===== src/rtl/multicycle_controller_pkg.sv =====
// multicycle_controller_pkg: shared opcodes, state/class encodings and ALU op codes
// for the multicycle RV64 controller.
package multicycle_controller_pkg;

   localparam logic [6:0] OP_R  = 7'b0110011;
   localparam logic [6:0] OP_I  = 7'b0010011;
   localparam logic [6:0] OP_LD = 7'b0000011;
   localparam logic [6:0] OP_ST = 7'b0100011;
   localparam logic [6:0] OP_BR = 7'b1100011;

   localparam logic [2:0] F3_BEQ = 3'b000;
   localparam logic [2:0] F3_BNE = 3'b001;

   localparam logic [1:0] ALU_ADD   = 2'b00;
   localparam logic [1:0] ALU_SUB   = 2'b01;
   localparam logic [1:0] ALU_FUNCT = 2'b10;

   typedef enum logic [2:0] {
      S_FETCH  = 3'd0,
      S_DECODE = 3'd1,
      S_EXEC   = 3'd2,
      S_MEM    = 3'd3,
      S_WB     = 3'd4,
      S_HALT   = 3'd5,
      S_TRAP   = 3'd6
   } state_e;

   typedef enum logic [2:0] {
      CL_NONE = 3'd0,
      CL_R    = 3'd1,
      CL_I    = 3'd2,
      CL_LD   = 3'd3,
      CL_ST   = 3'd4,
      CL_BR   = 3'd5
   } class_e;

   // CL_NONE doubles as the "illegal instruction" result.
   function automatic class_e decode_class(input logic [6:0] op, input logic [2:0] f3);
      return op == OP_R  ? CL_R  :
             op == OP_I  ? CL_I  :
             op == OP_LD ? CL_LD :
             op == OP_ST ? CL_ST :
             (op == OP_BR && (f3 == F3_BEQ || f3 == F3_BNE)) ? CL_BR : CL_NONE;
   endfunction

endpackage


===== src/rtl/multicycle_controller_perf_counters.sv =====
// ctrl_perf_counters: free-running cycle and retired-instruction counters with
// enables, wrapping modulo 2^CNT_W.
module ctrl_perf_counters #(
   parameter int CNT_W = 64
) (
   input  logic             clk,
   input  logic             rst_n,
   input  logic             cyc_en_i,
   input  logic             ret_en_i,
   output logic [CNT_W-1:0] cycle_cnt_o,
   output logic [CNT_W-1:0] instret_cnt_o
);

   logic [CNT_W-1:0] cyc_q, cyc_d, ret_q, ret_d;

   assign cyc_d = cyc_en_i ? cyc_q + 1'b1 : cyc_q;
   assign ret_d = ret_en_i ? ret_q + 1'b1 : ret_q;

   always_ff @(posedge clk or negedge rst_n) begin
      if (!rst_n) begin
         cyc_q <= '0;
         ret_q <= '0;
      end else begin
         cyc_q <= cyc_d;
         ret_q <= ret_d;
      end
   end

   assign cycle_cnt_o   = cyc_q;
   assign instret_cnt_o = ret_q;

endmodule


===== src/rtl/multicycle_controller.sv =====
// multicycle_controller: FETCH/DECODE/EXEC/MEM/WB sequencer for the RV64 datapath
// with memory handshakes, bus timeout, halt/trap control and perf counters.
module multicycle_controller
   import multicycle_controller_pkg::*;
#(
   parameter int CNT_W   = 64,
   parameter int TIMEOUT = 15
) (
   input  logic             clk,
   input  logic             rst,
   input  logic [6:0]       opcode,
   input  logic [2:0]       funct3,
   input  logic             alu_zero,
   input  logic             if_ready,
   input  logic             dmem_ready,
   input  logic             halt_req,
   output logic             if_req,
   output logic             ir_we,
   output logic             pc_we,
   output logic             pc_sel,
   output logic             reg_we,
   output logic             mem_read,
   output logic             mem_write,
   output logic             alu_src,
   output logic             mem_to_reg,
   output logic [1:0]       alu_op,
   output logic [2:0]       state,
   output logic             illegal,
   output logic             bus_err,
   output logic             halted,
   output logic [CNT_W-1:0] cycle_cnt,
   output logic [CNT_W-1:0] instret_cnt
);

   localparam int WW = TIMEOUT > 1 ? $clog2(TIMEOUT) : 1;

   state_e        state_q, state_d;
   class_e        class_q, class_d, dec_class;
   logic [WW-1:0] wait_q, wait_d;
   logic          illegal_q, illegal_d, bus_err_q, bus_err_d;
   logic          waiting, timeout, retire, cyc_en, is_ld, is_st, is_br, is_alu;

   assign dec_class = decode_class(opcode, funct3);
   assign is_ld     = class_q == CL_LD;
   assign is_st     = class_q == CL_ST;
   assign is_br     = class_q == CL_BR;
   assign is_alu    = class_q == CL_R || class_q == CL_I;
   assign cyc_en    = state_q != S_HALT && state_q != S_TRAP;

   // A ready in the same cycle masks "waiting", so it always beats the timeout.
   assign waiting = (state_q == S_FETCH && !halt_req && !if_ready) ||
                    (state_q == S_MEM && !dmem_ready);
   assign timeout = (TIMEOUT > 0) && waiting && (wait_q == WW'(TIMEOUT - 1));

   always_ff @(posedge clk or negedge rst) begin
      if (!rst) begin
         state_q   <= S_FETCH;
         class_q   <= CL_NONE;
         wait_q    <= '0;
         illegal_q <= 1'b0;
         bus_err_q <= 1'b0;
      end else begin
         state_q   <= state_d;
         class_q   <= class_d;
         wait_q    <= wait_d;
         illegal_q <= illegal_d;
         bus_err_q <= bus_err_d;
      end
   end

   always_comb begin
      state_d   = state_q;
      class_d   = class_q;
      illegal_d = illegal_q;
      bus_err_d = bus_err_q | timeout;
      wait_d    = ((TIMEOUT > 0) && waiting && !timeout) ? wait_q + 1'b1 : '0;
      case (state_q)
         S_FETCH:  state_d = halt_req ? S_HALT : if_ready ? S_DECODE : timeout ? S_TRAP : S_FETCH;
         S_DECODE: begin
            class_d   = dec_class == CL_NONE ? class_q : dec_class;
            illegal_d = illegal_q | (dec_class == CL_NONE);
            state_d   = dec_class == CL_NONE ? S_TRAP : S_EXEC;
         end
         S_EXEC:   state_d = is_alu ? S_WB : is_br ? S_FETCH : S_MEM;
         S_MEM:    state_d = dmem_ready ? (is_ld ? S_WB : S_FETCH) : timeout ? S_TRAP : S_MEM;
         S_WB:     state_d = S_FETCH;
         S_HALT:   state_d = halt_req ? S_HALT : S_FETCH;
         default:  state_d = S_TRAP;
      endcase
   end

   always_comb begin
      if_req     = 1'b0;
      ir_we      = 1'b0;
      pc_we      = 1'b0;
      pc_sel     = 1'b0;
      reg_we     = 1'b0;
      mem_read   = 1'b0;
      mem_write  = 1'b0;
      alu_src    = 1'b0;
      mem_to_reg = 1'b0;
      alu_op     = ALU_ADD;
      halted     = 1'b0;
      retire     = 1'b0;
      if (rst) begin
         case (state_q)
            S_FETCH: begin
               if_req = !halt_req && !timeout;
               ir_we  = !halt_req && if_ready;
            end
            S_EXEC: begin
               alu_src = !(class_q == CL_R || is_br);
               alu_op  = is_br ? ALU_SUB : is_alu ? ALU_FUNCT : ALU_ADD;
               pc_we   = is_br;
               pc_sel  = is_br && (funct3 == F3_BEQ ? alu_zero : !alu_zero);
               retire  = is_br;
            end
            S_MEM: begin
               alu_src   = !timeout;
               mem_read  = !timeout && is_ld;
               mem_write = !timeout && is_st;
               pc_we     = is_st && dmem_ready;
               retire    = is_st && dmem_ready;
            end
            S_WB: begin
               reg_we     = 1'b1;
               mem_to_reg = is_ld;
               alu_src    = class_q != CL_R;
               pc_we      = 1'b1;
               retire     = 1'b1;
            end
            S_HALT:  halted = 1'b1;
            default: ;
         endcase
      end
   end

   assign state   = state_q;
   assign illegal = illegal_q;
   assign bus_err = bus_err_q;

   ctrl_perf_counters #(.CNT_W(CNT_W)) u_perf (
      .clk          (clk),
      .rst_n        (rst),
      .cyc_en_i     (cyc_en),
      .ret_en_i     (retire),
      .cycle_cnt_o  (cycle_cnt),
      .instret_cnt_o(instret_cnt)
   );

endmodule

===== config.mk =====
export PLATFORM = sky130hd
export DESIGN_NAME = multicycle_controller
export DESIGN_NICKNAME = d
export VERILOG_FILES = /design/src/rtl/multicycle_controller_pkg.sv /design/src/rtl/multicycle_controller_perf_counters.sv /design/src/rtl/multicycle_controller.sv
export SDC_FILE = /design/constraint.sdc
export NUM_CORES = 1
export LEC_CHECK = 0
export CAP_MARGIN = 15
export CORE_MARGIN = 3
export CORE_UTILIZATION = 30
export DETAILED_ROUTE_END_ITERATION = 6
export GPL_TIMING_DRIVEN = 0
export SLEW_MARGIN = 20
export SYNTH_ARGS = -nofsm -noshare
export SYNTH_HDL_FRONTEND = slang
export SYNTH_SLANG_ARGS = --single-unit

===== constraint.sdc =====
create_clock -name clk -period 2.2 [get_ports clk]
set_input_delay 0.55 -clock clk [delete_from_list [all_inputs] [get_ports clk]]
set_output_delay 0.55 -clock clk [all_outputs]
set_load 0.01 [all_outputs]

# Word level (Yosys, flattened, before mapping)
# Index checks and enable logic that the tools add are counted.
dict set report word_totals {
  romBits 0
  wordCells 102
  input_bits 16
  ff_bits 140
  latch_bits 0
  n_memories 0
  mem_bits_rw 0
}
dict set report classes {
  n_eq_ne 20
  order_cmp 0
  muxes 42
  div_mod_pow 0
  n_addsub 3
  bitwise_logic 3
  n_mul 0
  shifts 0
  reduce_logical 27
}
# operator count
set op_table {}
lappend op_table {{$add 64x1->64 const B} 2}
lappend op_table {{$mux 3} 14}
lappend op_table {{$mux 1} 19}
lappend op_table {{$pmux 3 s6} 1}
lappend op_table {{$eq 7x6->1 const B} 2}
lappend op_table {{$logic_and 1x1->1} 13}
lappend op_table {{$eq 3x2->1 const B} 4}
lappend op_table {{$eq 3x3->1 const B} 4}
lappend op_table {{$mux 2} 5}
lappend op_table {{$eq 3x1->1 const B} 3}
lappend op_table {{$logic_not 3->1} 3}
lappend op_table {{$eq 7x2->1 const B} 1}
lappend op_table {{$eq 7x5->1 const B} 1}
lappend op_table {{$eq 7x7->1 const B} 1}
lappend op_table {{$logic_not 1->1} 6}
lappend op_table {{$ne 3x3->1 const B} 2}
lappend op_table {{$pmux 1 s3} 2}
lappend op_table {{$add 4x1->4 const B} 1}
lappend op_table {{$eq 4x4->1 const B} 1}
lappend op_table {{$logic_or 1x1->1} 4}
lappend op_table {{$mux 4} 1}
lappend op_table {{$ne 3x1->1 const B} 1}
lappend op_table {{$or 1x1->1} 2}
lappend op_table {{$reduce_and 2->1} 1}
lappend op_table {{$not 1->1} 1}

# Longest topological paths before layout
# Gate-level depths: netlist of the first run.
dict set report depth {
  ltp_word 11
  mapped_depth 7
  mapped_depth_nobuf 7
}

# By module
# From an unflattened synthesis of the first run, not the netlist that was laid out.
dict set report unflattened {
  hier_cells 664
  hier_area_um2 6872.8
}
# mod cells_per_inst area_each_um2 n_inst seq_area_each_um2
set modules_own_cells {}
lappend modules_own_cells {ctrl_perf_counters 553 5965.7 1 3203.1}
lappend modules_own_cells {multicycle_controller 111 907.1 1 300.3}

# Worst setup path after synthesis of the first run
# No wires, ideal clock.
dict set report synth_timing {
  path_kind {reg-to-reg}
  from {register state_q[0] (netlist: state[0])}
  to {register u_perf.cyc_q[38] (netlist: u_perf.cycle_cnt_o[38])}
  path_stages_with_launch 7
  setup_ps 126
  required_time_ps 2074
  setup_slack_ps -117
  t_arrival_ps 2191
  cell_sequence {dfrtp_1 buf_2 xor2_1 a2111oi_4 nand3_4 or3_2 xnor2_1}
}
dict set report synth_via {
  elab_chain_cells 2
}
# element line
set synth_rtl {}
lappend synth_rtl {{from (decl)} multicycle_controller.sv:37} ;# state_e state_q, state_d;
lappend synth_rtl {{from (signal assigned)} multicycle_controller.sv:63} ;# state_q <= state_d;
lappend synth_rtl {{$ne 3x3->1} multicycle_controller.sv:48} ;# assign cyc_en = state_q != S_HALT && state_q != S_TRAP;
lappend synth_rtl {{$logic_and 1x1->1 *} multicycle_controller.sv:48}
lappend synth_rtl {{to (signal assigned)} multicycle_controller_perf_counters.sv:24} ;# cyc_q <= cyc_d;
lappend synth_rtl {{to (decl)} multicycle_controller_perf_counters.sv:14} ;# logic [CNT_W-1:0] cyc_q, cyc_d, ret_q, ret_d;
# Mark *: on every way between the ends. The rest lies on a longest branch, timed or not.
# A chain may end at the register's enable or synchronous reset.

# Final worst setup path of the first run
dict set report layout_timing {
  from {input halt_req}
  to {output alu_src}
}
dict set report layout_via {
  elab_chain_cells 8
}
# element line
set layout_rtl {}
lappend layout_rtl {{from (decl)} multicycle_controller.sv:16} ;# input logic halt_req,
lappend layout_rtl {{$logic_not 1->1} multicycle_controller.sv:51} ;# assign waiting = (state_q == S_FETCH && !halt_req && !if_ready) ||
lappend layout_rtl {{$logic_and 1x1->1 (2 in a row)} multicycle_controller.sv:51}
lappend layout_rtl {{$logic_or 1x1->1} multicycle_controller.sv:51}
lappend layout_rtl {{$logic_and 1x1->1} multicycle_controller.sv:53} ;# assign timeout = (TIMEOUT > 0) && waiting && (wait_q == WW'(TIMEOUT - 1));
lappend layout_rtl {{$logic_not 1->1} multicycle_controller.sv:119} ;# alu_src = !timeout;
lappend layout_rtl {{$pmux 1 s3} multicycle_controller.sv:106} ;# case (state_q)
lappend layout_rtl {{$mux 1} multicycle_controller.sv:105} ;# if (rst) begin
lappend layout_rtl {{to (decl)} multicycle_controller.sv:24} ;# output logic alu_src,
# Every way passes these cells.

==> summary.md, run 1 <==
| Metric | Value |
|---|---|
| Status | `complete, but fails checks` |
| Failing checks | `setup timing` |
| CTS tree | `done` |
| Sequential element share of the synthesized area | `50.27%` |
| Largest net degree at the start of global routing | `39` |
| Rel. slew slack | `39.76%` |
| Vias in the first global route | `5,925` |
| Crit path largest cell delay | `0.39 ns` |
| CTS H-tree depth | `4` |
| Gr ovfl total | `0` |
| Post-Synthesis Cells | `657` |
| DRT Pass-1 Iters | `5` |
| Total GRT Usage | `16.04%` |
| Core Util, Final | `47.05%` |
| Worst-margin pin slew | `0.9007 ns` |
| Clock slew at reported path FFs | `0.06 ns` |
| Worst hold path class | `primary input to asynchronous set/reset pin` |
| Die area | `0.02510 mm²` |
| Ys flop type | `dfrtp_1` |
| Metal1 wirelength | `9555 µm` |
| Top cell type's share of synthesized area | `50.27%` |
| Die span in y | `158.4 µm` |
| CP Class | `primary input to output pin` |
| Fin crit share | `113.0%` |
| Clock Path Buffers | `2` |
| Switching Share | `28.05%` |
| Dpl hpwl | `12,770 µm` |
| Type of origin of the critical path | `primary input` |
| First-pass GRT wire length | `32,220 µm` |
| Peak supply drop | `407.7 µV` |
| Synth Register Bits | `140` |
| Max Clk Rate | `402.3 MHz` |
| Io pins | `161` |
| Nets | `923` |
| Final ANT Viol Nets | `0` |
| Total CTS buffers | `17` |
| Average cell area after synthesis | `10.61 µm²` |
| Met2 WL | `9318 µm` |
| Placed Area | `0.008982 mm²` |
| Core Rows | `55` |
| Slew Viols, Final | `0` |
| Layout area overhead | `53.30%` |
| Synth top area cells | `dfrtp_1 (50%), xnor2_1 (9.7%), xor2_1 (6.7%)` |
| Slowest stage cell, crit path | `o41ai_4` |
| Crit path cell chain | `dlygate4sd2_1 -> o41ai_4 -> and3_1 -> nand3b_1 -> a21oi_1 -> buf_2` |
| Synth async-reset ratio | `100.0%` |
| RSZ-0062 raised after global routing | `true` |
| Die W | `158.4 µm` |
| Post-Syn Nets | `677` |
| Mapped Area | `0.006969 mm²` |
| Pwr Total | `7.845 mW` |
| Via count | `5,934` |
| Clock Skews | `0.009472 ns` |
| Clock sinks | `140` |
| Highest metal used | `met4` |
| Routed WL per cell | `16.58 µm` |
| Crit path setup slack, layout | `-0.2856 ns` |
| PwrDens | `734.3 mW/mm²` |
| Combinational share of power | `23.3%` |
| Yosys cell types | `56` |
| Antenna violations before repair | `0` |
| Max Cap Violations | `0` |
| Switching power | `2.201 mW` |
| Post-route DRC | `0` |
| Drt initial violations | `251` |
| Crit path time final | `2.486 ns` |
| Cell Int Power | `5.644 mW` |
| Worst Setup End Kind | `output pin` |
| Filler cells | `2,108` |
| Clock network fraction of total power | `39.6%` |
| Crit path DAT | `1.94 ns` |
| CTS root buf | `clkbuf_16` |
| Design area | `0.01068 mm²` |
| Multi-input gate area | `0.003697 mm²` |
| Worst-Skew Late Latency | `0.41 ns` |
| Area leader, netlist | `dfrtp_1` |
| Max Fanout on Critical Path | `6` |
| YS warnings | `0` |
| Final hold viol count | `0` |
| Met3 WL | `835 µm` |
| Seq pwr share | `37.1%` |
| Sequential cell area | `0.003520 mm²` |
| Share of cells above drive strength 1 | `22.05%` |
| Starting Density | `30.69%` |
| Final GP Congestion | `0.7697` |
| Number of flops mapped to enable cells by yosys | `0` |
| Routed wire length | `19,910 µm` |
| Core Footprint | `0.02271 mm²` |
| Vias per cell | `4.941` |
| Final setup fails | `10` |
| Leakage Power | `4.684 nW` |
| Port bufs | `160` |
| WP data required | `1.65 ns` |
| ANT cells | `0` |
-- power by group through the flow --
stage / logic [mW] / clock network (mW) / registers, mW
2_1_floorplan: 0.622 / 0 / 2.99
3_3_place_gp: 1.20 / 0 / 2.97
3_5_place_dp: 1.22 / 0 / 2.97
5_1_grt: 1.98 / 3.29 / 2.95
4_1_cts: 1.62 / 3.19 / 2.92
6_report: 1.83 / 3.11 / 2.91
-- registers in the layout, summed over array words and instances, names as in the netlist --
register	flops
u_perf.instret_cnt_o	64
bus_err	1
wait_q	4
class_q	3
u_perf.cycle_cnt_o	64
state	3
illegal	1
-- worst paths after layout --
path                           from                      to  slack (ns)  depth (start not counted)
max reg2reg                state[0]  u_perf.cycle_cnt_o[36]        0.01                         10
min in group clk            bus_err                 bus_err        0.47                          1
max in group asynchronous       rst  u_perf.cycle_cnt_o[25]        0.75                          2
min                             rst   u_perf.cycle_cnt_o[0]        0.08                          2
max                        halt_req                 alu_src       -0.29                          6
min reg2reg                 bus_err                 bus_err        0.47                          1
-- per-layer routing --
metal / vias up / global-route usage [%]
met5: - / 0
met3: 14 / 3.370
met1: 2941 / 23.20
li1: 2832 / -
met4: 0 / 4.097
met2: 147 / 24.56
-- layout by cell type (no fill, tap or decap), types with 4 or more instances in the layout --
cell type	instances
a21oi_1	4
and2_1	14
and3_1	17
and4_1	14
buf_12	4
buf_2	10
buf_4	53
buf_6	14
bufbuf_16	4
bufinv_16	4
clkbuf_16	18
clkdlybuf4s50_1	144
clkinvlp_4	4
dfrtp_1	127
dfrtp_2	13
ha_1	4
inv_1	19
nand2_1	48
nand2b_1	4
nand3_1	48
nand4_1	47
nor2_1	35
nor3_1	15
nor3_2	10
nor3_4	5
nor4_1	8
nor4_2	5
nor4_4	7
o21ai_0	7
or3_1	4
xnor2_1	77
xor2_1	52
-- critical path, delay by kind of cell --
kind	cells	cell delay [ns]
simple gates	2	0.43
compound gates	2	0.47
buf+inv	2	0.48
-- per-stage QoR --
| stage | instances | worst slack, ns | hold slack, ns | TNS [ns] |
|---|---|---|---|---|
| after floorplan | 657 | -0.04402 | 0.2544 | -0.08707 |
| after global placement | 1102 | -6.905 | 0.4596 | -1266.73 |
| after detailed placement | 1103 | -1.411 | 0.4646 | -98.85 |
| after CTS | 1176 | -0.2842 | 0.06242 | -1.206 |
| after global routing | 1201 | -0.3929 | 0.05951 | -3.605 |
| final | 1201 | -0.2856 | 0.07835 | -1.601 |
-- logic make-up after synthesis --
| logic type | after synthesis | share of synthesized area [%] |
|---|---|---|
| AND/OR/NAND/NOR | 313 | 26.07 |
| AO/OA/AOI/OAI | 33 | 3.734 |
| flip-flops | 140 | 50.27 |
| adder cells (fa/ha/maj) | 4 | 0.7182 |
| XOR/XNOR | 130 | 16.34 |
| buffers and inverters | 32 | 2.101 |
| multiplexers | 5 | 0.7720 |
-- synth_stat cells (2+ instances only) --
| cell | count |
|---|---|
| nand3_1 | 50 |
| clkbuf_1 | 6 |
| and2_1 | 14 |
| buf_2 | 2 |
| xor2_1 | 53 |
| or2_2 | 3 |
| dfrtp_1 | 140 |
| nor2_1 | 39 |
| inv_1 | 19 |
| nor4_2 | 5 |
| o21ai_0 | 8 |
| a21oi_1 | 5 |
| nor3_2 | 8 |
| xnor2_1 | 77 |
| nor3_1 | 22 |
| nand2b_1 | 5 |
| buf_1 | 3 |
| a21boi_0 | 2 |
| mux2_2 | 3 |
| or3_2 | 2 |
| and3_1 | 18 |
| nor4_1 | 14 |
| mux2i_1 | 2 |
| o41ai_1 | 2 |
| or3_1 | 4 |
| o2111ai_1 | 2 |
| nand3b_1 | 3 |
| and4_1 | 15 |
| ha_1 | 4 |
| nor2b_1 | 6 |
| nand4_1 | 47 |
| nand2_1 | 49 |
| a31oi_1 | 2 |
-- final cells by class --
cell class	count	area share, %
Tap cell	285	3.338
Clock buffer	19	4.146
Clock inverter	13	1.780
Inverter	19	0.6675
Sequential cell	140	32.94
Multi-Input combinational cell	486	34.61
Timing Repair Buffer	228	21.21
Buffer	11	1.312
-- timing repair --
| item | CTS | global route |
|---|---|---|
| pin swaps | 19 | 26 |
| gates cloned | 4 | 2 |
| setup endpoints to repair | 121 | 86 |
| buffers inserted | 37 | 24 |
| endpoints found under the hold margin | 16 | 0 |
| hold buffers | 1 | 0 |
| resized for setup | 94 | 73 |
(Power assumes the default switching activity.)
==> run 2, diff against run 1 <==
==> constraint.sdc (replaced) <==
create_clock -name clk -period 2.8 [get_ports clk]
set_input_delay 0.7 -clock clk [delete_from_list [all_inputs] [get_ports clk]]
set_output_delay 0.7 -clock clk [all_outputs]
set_load 0.01 [all_outputs]
==> summary.md, run 2 (synthesis results as in run 1) <==
| Metric | Value |
|---|---|
| Io pins | `161 (unchanged)` |
| Die area | `0.02510 mm² (unchanged)` |
| Clock slew at reported path FFs | `0.06 ns (about the same)` |
| Layout area overhead | `43.57% (was 53.30%)` |
| Slew Viols, Final | `0 (unchanged)` |
| Antenna violations before repair | `0 (unchanged)` |
| Crit path DAT | `2.03 ns (was 1.94 ns)` |
| Final setup fails | `0 (was 10)` |
| Dpl hpwl | `12,960 µm (was 12,770 µm)` |
| Drt initial violations | `259 (was 251)` |
| Type of origin of the critical path | `flip-flop (was primary input)` |
| Vias in the first global route | `5,838 (was 5,925)` |
| Commonest non-fill, non-tap cells in the layout | `clkdlybuf4s50_1 (148), dfrtp_1 (137), xnor2_1 (77) (was clkdlybuf4s50_1 (144), dfrtp_1 (127), xnor2_1 (77))` |
| Worst hold path class | `primary input to asynchronous set/reset pin (unchanged)` |
| Share of cells above drive strength 1 | `13.02% (was 22.05%)` |
| Worst R2R Path Depth | `8 (was 10)` |
| CTS root buf | `clkbuf_16 (unchanged)` |
| Die span in y | `158.4 µm (unchanged)` |
| R2R Setup Slk | `0.20 ns (was 0.01 ns)` |
| Clock network fraction of total power | `41.2% (was 39.6%)` |
| Clock Skews | `0.008959 ns (was 0.009472 ns)` |
| Cell Int Power | `4.213 mW (was 5.644 mW)` |
| Vias per cell | `4.983 (was 4.941)` |
| Combinational share of power | `19.9% (was 23.3%)` |
| Crit path time final | `2.726 ns` |
| Routed WL per cell | `16.74 µm (was 16.58 µm)` |
| Port bufs | `160 (unchanged)` |
| PwrDens | `587.1 mW/mm² (was 734.3 mW/mm²)` |
| Max Clk Rate | `366.8 MHz` |
| Max Fanout on Critical Path | `10 (was 6)` |
| Core Rows | `55 (unchanged)` |
| Crit. Startpoint | `state[0] (was halt_req)` |
| Routed wire length | `19,310 µm (was 19,910 µm)` |
| WP data required | `2.10 ns (was 1.65 ns)` |
| Rel. slew slack | `33.57% (was 39.76%)` |
| Worst Setup End Kind | `output pin (unchanged)` |
| Final GP Congestion | `0.7798 (was 0.7697)` |
| Via count | `5,745 (was 5,934)` |
| Design area | `0.01001 mm² (was 0.01068 mm²)` |
| Worst r2r dst | `u_perf.cycle_cnt_o[40] (was u_perf.cycle_cnt_o[36])` |
| Clock sinks | `140 (unchanged)` |
| Max Cap Violations | `0 (unchanged)` |
| Die W | `158.4 µm (unchanged)` |
| Placed Area | `0.008966 mm² (was 0.008982 mm²)` |
| Clock Path Buffers | `2 (unchanged)` |
| Total CTS buffers | `17 (unchanged)` |
| DRT Pass-1 Iters | `4 (was 5)` |
| Largest net degree at the start of global routing | `42 (was 39)` |
| CTS tree | `done (unchanged)` |
| Commonest non-fill, non-tap cell in the layout | `clkdlybuf4s50_1 (unchanged)` |
| RSZ-0062 raised after global routing | `true (unchanged)` |
| Starting Density | `30.69% (unchanged)` |
| Final hold viol count | `0 (unchanged)` |
| Worst-margin pin slew | `0.9947 ns (was 0.9007 ns)` |
| Gr ovfl total | `0 (unchanged)` |
| CTS H-tree depth | `4 (unchanged)` |
| FF-to-FF Start | `state[1] (was state[0])` |
| CP Class | `flip-flop to output pin (was primary input to output pin)` |
| Worst-Skew Late Latency | `0.41 ns (about the same)` |
| Total GRT Usage | `15.80% (was 16.04%)` |
| Fin crit share | `97.37%` |
| Peak supply drop | `334.2 µV (was 407.7 µV)` |
| Post-route DRC | `0 (unchanged)` |
| Status | `completed (was complete, but fails checks)` |
| ANT cells | `0 (unchanged)` |
| Seq pwr share | `38.9% (was 37.1%)` |
| Nets | `876 (was 923)` |
| Setup TNS | `0 ns (was -1.601 ns)` |
| Switching power | `1.661 mW (was 2.201 mW)` |
| Core Footprint | `0.02271 mm² (unchanged)` |
| Leakage Power | `4.282 nW (was 4.684 nW)` |
| First-pass GRT wire length | `31,550 µm (was 32,220 µm)` |
| Final ANT Viol Nets | `0 (unchanged)` |
| Switching Share | `28.28% (was 28.05%)` |
## run 2: changes by cell type in the layout (fill, tap and decap cells not counted), sizes merged
| cell | previous run | this run |
|---|---|---|
| clkbuf | 23 | 26 |
| nand3 | 52 | 51 |
| clkdlybuf4s50 | 144 | 148 |
| clkinvlp | 4 | 3 |
| dlymetal6s2s | 0 | 2 |
| inv | 21 | 22 |
| dlygate4sd3 | 1 | 0 |
| bufbuf | 4 | 5 |
| dlygate4sd2 | 3 | 5 |
| buf | 83 | 25 |
## run 2: cell type report
type	instances	area, µm²
buffer	13	98.84
clock buffer	18	429.2
clock inverter	13	191.4
fill	2166	12700
inverter	19	71.32
multi-input combinational	485	3458
sequential	140	3507
tap	285	356.6
timing repair buffer	180	1893
## run 2: worst max-delay path, cell delays in order, from the launching register on
cell,delay (ns)
dfrtp_1,0.39
buf_6,0.15
and4bb_4,0.39
nor2b_1,0.14
clkdlybuf4s50_1,0.54
## run 2: power groups by stage
| stage | Combinational, mW | Sequential [mW] | Clock, mW |
|---|---|---|---|
| 6_report | 1.17 | 2.29 | 2.42 |
| 3_5_place_dp | 0.938 | 2.33 | 0 |
| 4_1_cts | 1.09 | 2.30 | 2.49 |
| 5_1_grt | 1.28 | 2.31 | 2.57 |
| 3_3_place_gp | 0.924 | 2.33 | 0 |
| 2_1_floorplan | 0.478 | 2.34 | 0 |
## run 2: worst max-delay path by stage
stage               slack, ns                endpoint
floorplan                0.48  u_perf.cycle_cnt_o[38]
global placement        -6.48                   pc_we
detailed placement      -1.03                   pc_we
CTS                     -0.02                  halted
global route            -0.02                mem_read
finish                   0.07              mem_to_reg
## run 2: per-layer routing
metal	GRT usage [%]	share of wire, %	routed length (µm)
met1	21.22	47	9027
met3	4.376	5.8	1125
met4	4.261	1.2	227
met5	0	0	0
met2	25.23	46	8925
## run 2: timing repair
action	4_1_cts	5_1_grt
pin swaps	2	3
endpoints found under the hold margin	0	0
hold buffers	0	0
setup buffers	7	7
setup endpoints to repair	68	43
gates resized for setup	35	25
gates cloned	5	0
## run 2: metrics by stage
stage | worst slack [ns] | utilization (%) | cells | total power [mW] | hold WS, ns
4_1_cts | -0.02114 | 43.59 | 1146 | 5.869 | 0.09309
3_3_place_gp | -6.482 | 39.31 | 1102 | 3.253 | 0.4566
2_1_floorplan | 0.4831 | - | 657 | 2.819 | 0.4044
6_report | 0.07371 | 44.06 | 1153 | 5.875 | 0.1089
3_5_place_dp | -1.032 | 39.48 | 1103 | 3.266 | 0.4530
5_1_grt | -0.01674 | 44.06 | 1153 | 6.159 | 0.08704
==> run 3, diff against run 2 <==
--- a/config.mk
+++ b/config.mk
@@ -10,7 +10,7 @@
 export CORE_UTILIZATION = 30
 export DETAILED_ROUTE_END_ITERATION = 6
 export GPL_TIMING_DRIVEN = 0
-export SLEW_MARGIN = 20
+export SETUP_SLACK_MARGIN = 0.2
 export SYNTH_ARGS = -nofsm -noshare
 export SYNTH_HDL_FRONTEND = slang
 export SYNTH_SLANG_ARGS = --single-unit
==> summary.md, run 3 (synthesis results as in run 1) <==
| Metric | Value |
|---|---|
| Status | `completed (unchanged)` |
| DRT Pass-1 Iters | `4 (unchanged)` |
| Max Clk Rate | `370.2 MHz (was 366.8 MHz)` |
| Via count | `5,742 (was 5,745)` |
| Clock Path Buffers | `2 (unchanged)` |
| Total GRT Usage | `15.47% (was 15.80%)` |
| Commonest non-fill, non-tap cells in the layout | `clkdlybuf4s50_1 (143), dfrtp_1 (137), xnor2_1 (77) (was clkdlybuf4s50_1 (148), dfrtp_1 (137), xnor2_1 (77))` |
| Design area | `0.01010 mm² (was 0.01001 mm²)` |
| Clock Skews | `0.009661 ns (was 0.008959 ns)` |
| Peak supply drop | `334.9 µV (was 334.2 µV)` |
| Filler cells | `2,178 (was 2,166)` |
| Clock slew at reported path FFs | `0.06 ns (about the same)` |
| Setup TNS | `0 ns (unchanged)` |
| Dpl hpwl | `12,930 µm (was 12,960 µm)` |
| Gr ovfl total | `0 (unchanged)` |
| Routed wire length | `19,080 µm (was 19,310 µm)` |
| Hold_buf cts | `0 (unchanged)` |
| Core Util, Final | `44.50% (was 44.06%)` |
| Vias in the first global route | `5,650 (was 5,838)` |
| Fin crit share | `96.47% (was 97.37%)` |
| Crit path setup slack, layout | `0.09874 ns (was 0.07371 ns)` |
| Pwr Total | `5.948 mW (was 5.875 mW)` |
| Max Fanout on Critical Path | `5 (was 10)` |
| Multi-input gate area | `0.003467 mm² (was 0.003458 mm²)` |
| Commonest non-fill, non-tap cell in the layout | `clkdlybuf4s50_1 (unchanged)` |
| Slew Viols, Final | `0 (unchanged)` |
| Routed WL per cell | `16.36 µm (was 16.74 µm)` |
| Switching Share | `27.87% (was 28.28%)` |
| Share of cells above drive strength 1 | `15.21% (was 13.02%)` |
| Starting Density | `30.69% (unchanged)` |
| Max Cap Violations | `0 (unchanged)` |
| Final ANT Viol Nets | `0 (unchanged)` |
| Core Rows | `55 (unchanged)` |
| Core Footprint | `0.02271 mm² (unchanged)` |
| PwrDens | `588.6 mW/mm² (was 587.1 mW/mm²)` |
| Combinational share of power | `21.4% (was 19.9%)` |
| Type of origin of the critical path | `primary input (was flip-flop)` |
| Io pins | `161 (unchanged)` |
| CTS tree | `done (unchanged)` |
| Layout area overhead | `44.99% (was 43.57%)` |
| Post-Place Cells | `1,104 (was 1,103)` |
| First-pass GRT wire length | `30,670 µm (was 31,550 µm)` |
| Crit path time final | `2.701 ns (was 2.726 ns)` |
| Antenna violations before repair | `0 (unchanged)` |
| Final hold viol count | `0 (unchanged)` |
| Leakage Power | `4.370 nW (was 4.282 nW)` |
| Nets | `889 (was 876)` |
| Clock network fraction of total power | `40.3% (was 41.2%)` |
| Final GP Congestion | `0.7798 (unchanged)` |
| Total CTS buffers | `17 (unchanged)` |
| CP Class | `primary input to output pin (was flip-flop to output pin)` |
| Worst-margin pin slew | `0.7662 ns (was 0.9947 ns)` |
| Largest net degree at the start of global routing | `42 (unchanged)` |
| Dpl ws | `-1.164 ns (was -1.032 ns)` |
| RSZ-0062 raised after global routing | `true (unchanged)` |
| WP data required | `2.10 ns (about the same)` |
| Switching power | `1.658 mW (was 1.661 mW)` |
| Worst hold path class | `primary input to asynchronous set/reset pin (unchanged)` |
| Seq pwr share | `38.4% (was 38.9%)` |
| Rel. slew slack | `48.53% (was 33.57%)` |
| Vias per cell | `4.925 (was 4.983)` |
| Post-route DRC | `0 (unchanged)` |
| Placed Area | `0.008961 mm² (was 0.008966 mm²)` |
| Worst-Skew Late Latency | `0.42 ns (was 0.41 ns)` |
| Crit path DAT | `2.00 ns (was 2.03 ns)` |
| Cell Int Power | `4.290 mW (was 4.213 mW)` |
| CTS root buf | `clkbuf_16 (unchanged)` |
| Port bufs | `160 (unchanged)` |
| Worst hold slack | `0.1060 ns (was 0.1089 ns)` |
| Die area | `0.02510 mm² (unchanged)` |
| CTS H-tree depth | `4 (unchanged)` |
| Fin cells | `1,166 (was 1,153)` |
| Clock sinks | `140 (unchanged)` |
| Worst Setup End Kind | `output pin (unchanged)` |
| ANT cells | `0 (unchanged)` |
| Sequential cell area | `0.003507 mm² (unchanged)` |
| Drt initial violations | `280 (was 259)` |
| Final setup fails | `0 (unchanged)` |
| Die W | `158.4 µm (unchanged)` |
| Die span in y | `158.4 µm (unchanged)` |
[run 3: worst max-delay path, cell delays in order]
cell,delay [ns]
clkdlybuf4s15_2,0.24
nand3b_1,0.19
o41ai_4,0.11
and3_4,0.17
nand3b_1,0.19
buf_4,0.16
nor3_2,0.10
buf_2,0.15
[run 3: path summary, 6_finish.rpt]
check	startpoint	end	slack, ns	cells after the start
setup / recovery	dmem_ready	mem_read	0.1	8
hold / removal	rst	u_perf.cycle_cnt_o[49]	0.11	1
setup reg to reg	u_perf.cycle_cnt_o[24]	u_perf.cycle_cnt_o[61]	0.43	6
hold reg to reg	illegal	illegal	0.47	1
max in group asynchronous	rst	class_q[2]	2.12	2
min in group clk	illegal	illegal	0.47	1
[run 3: cell type report]
class,instances,share of cell area (%)
clock buffers,17,4.210
well taps,285,3.529
inverters,19,0.7058
multi-input cells,485,34.31
repair buffers,193,19.60
plain buffers,13,1.003
flip-flops and latches,140,34.71
clock inverters,14,1.932
[run 3: power by group through the flow]
stage / sequential (mW) / clock [mW] / combinational [mW]
final: 2.28 / 2.40 / 1.27
after global routing: 2.30 / 2.55 / 1.39
after CTS: 2.28 / 2.46 / 1.23
after detailed placement: 2.33 / 0 / 0.939
after global placement: 2.33 / 0 / 0.924
after floorplan: 2.34 / 0 / 0.478
[run 3: metal layers]
metal | GRT usage [%] | vias to the layer above | routed length [µm]
met5 | 0 | - | 0
met1 | 21.23 | 2817 | 8909
met3 | 4.023 | 14 | 1050
met4 | 4.179 | 0 | 177
li1 | - | 2770 | -
met2 | 24.34 | 141 | 8941
[run 3: what timing repair did]
item,in CTS,in global routing
setup buffers,20,6
gates resized for setup,67,18
cloned,5,0
setup endpoints to repair,98,50
pin swaps,6,4
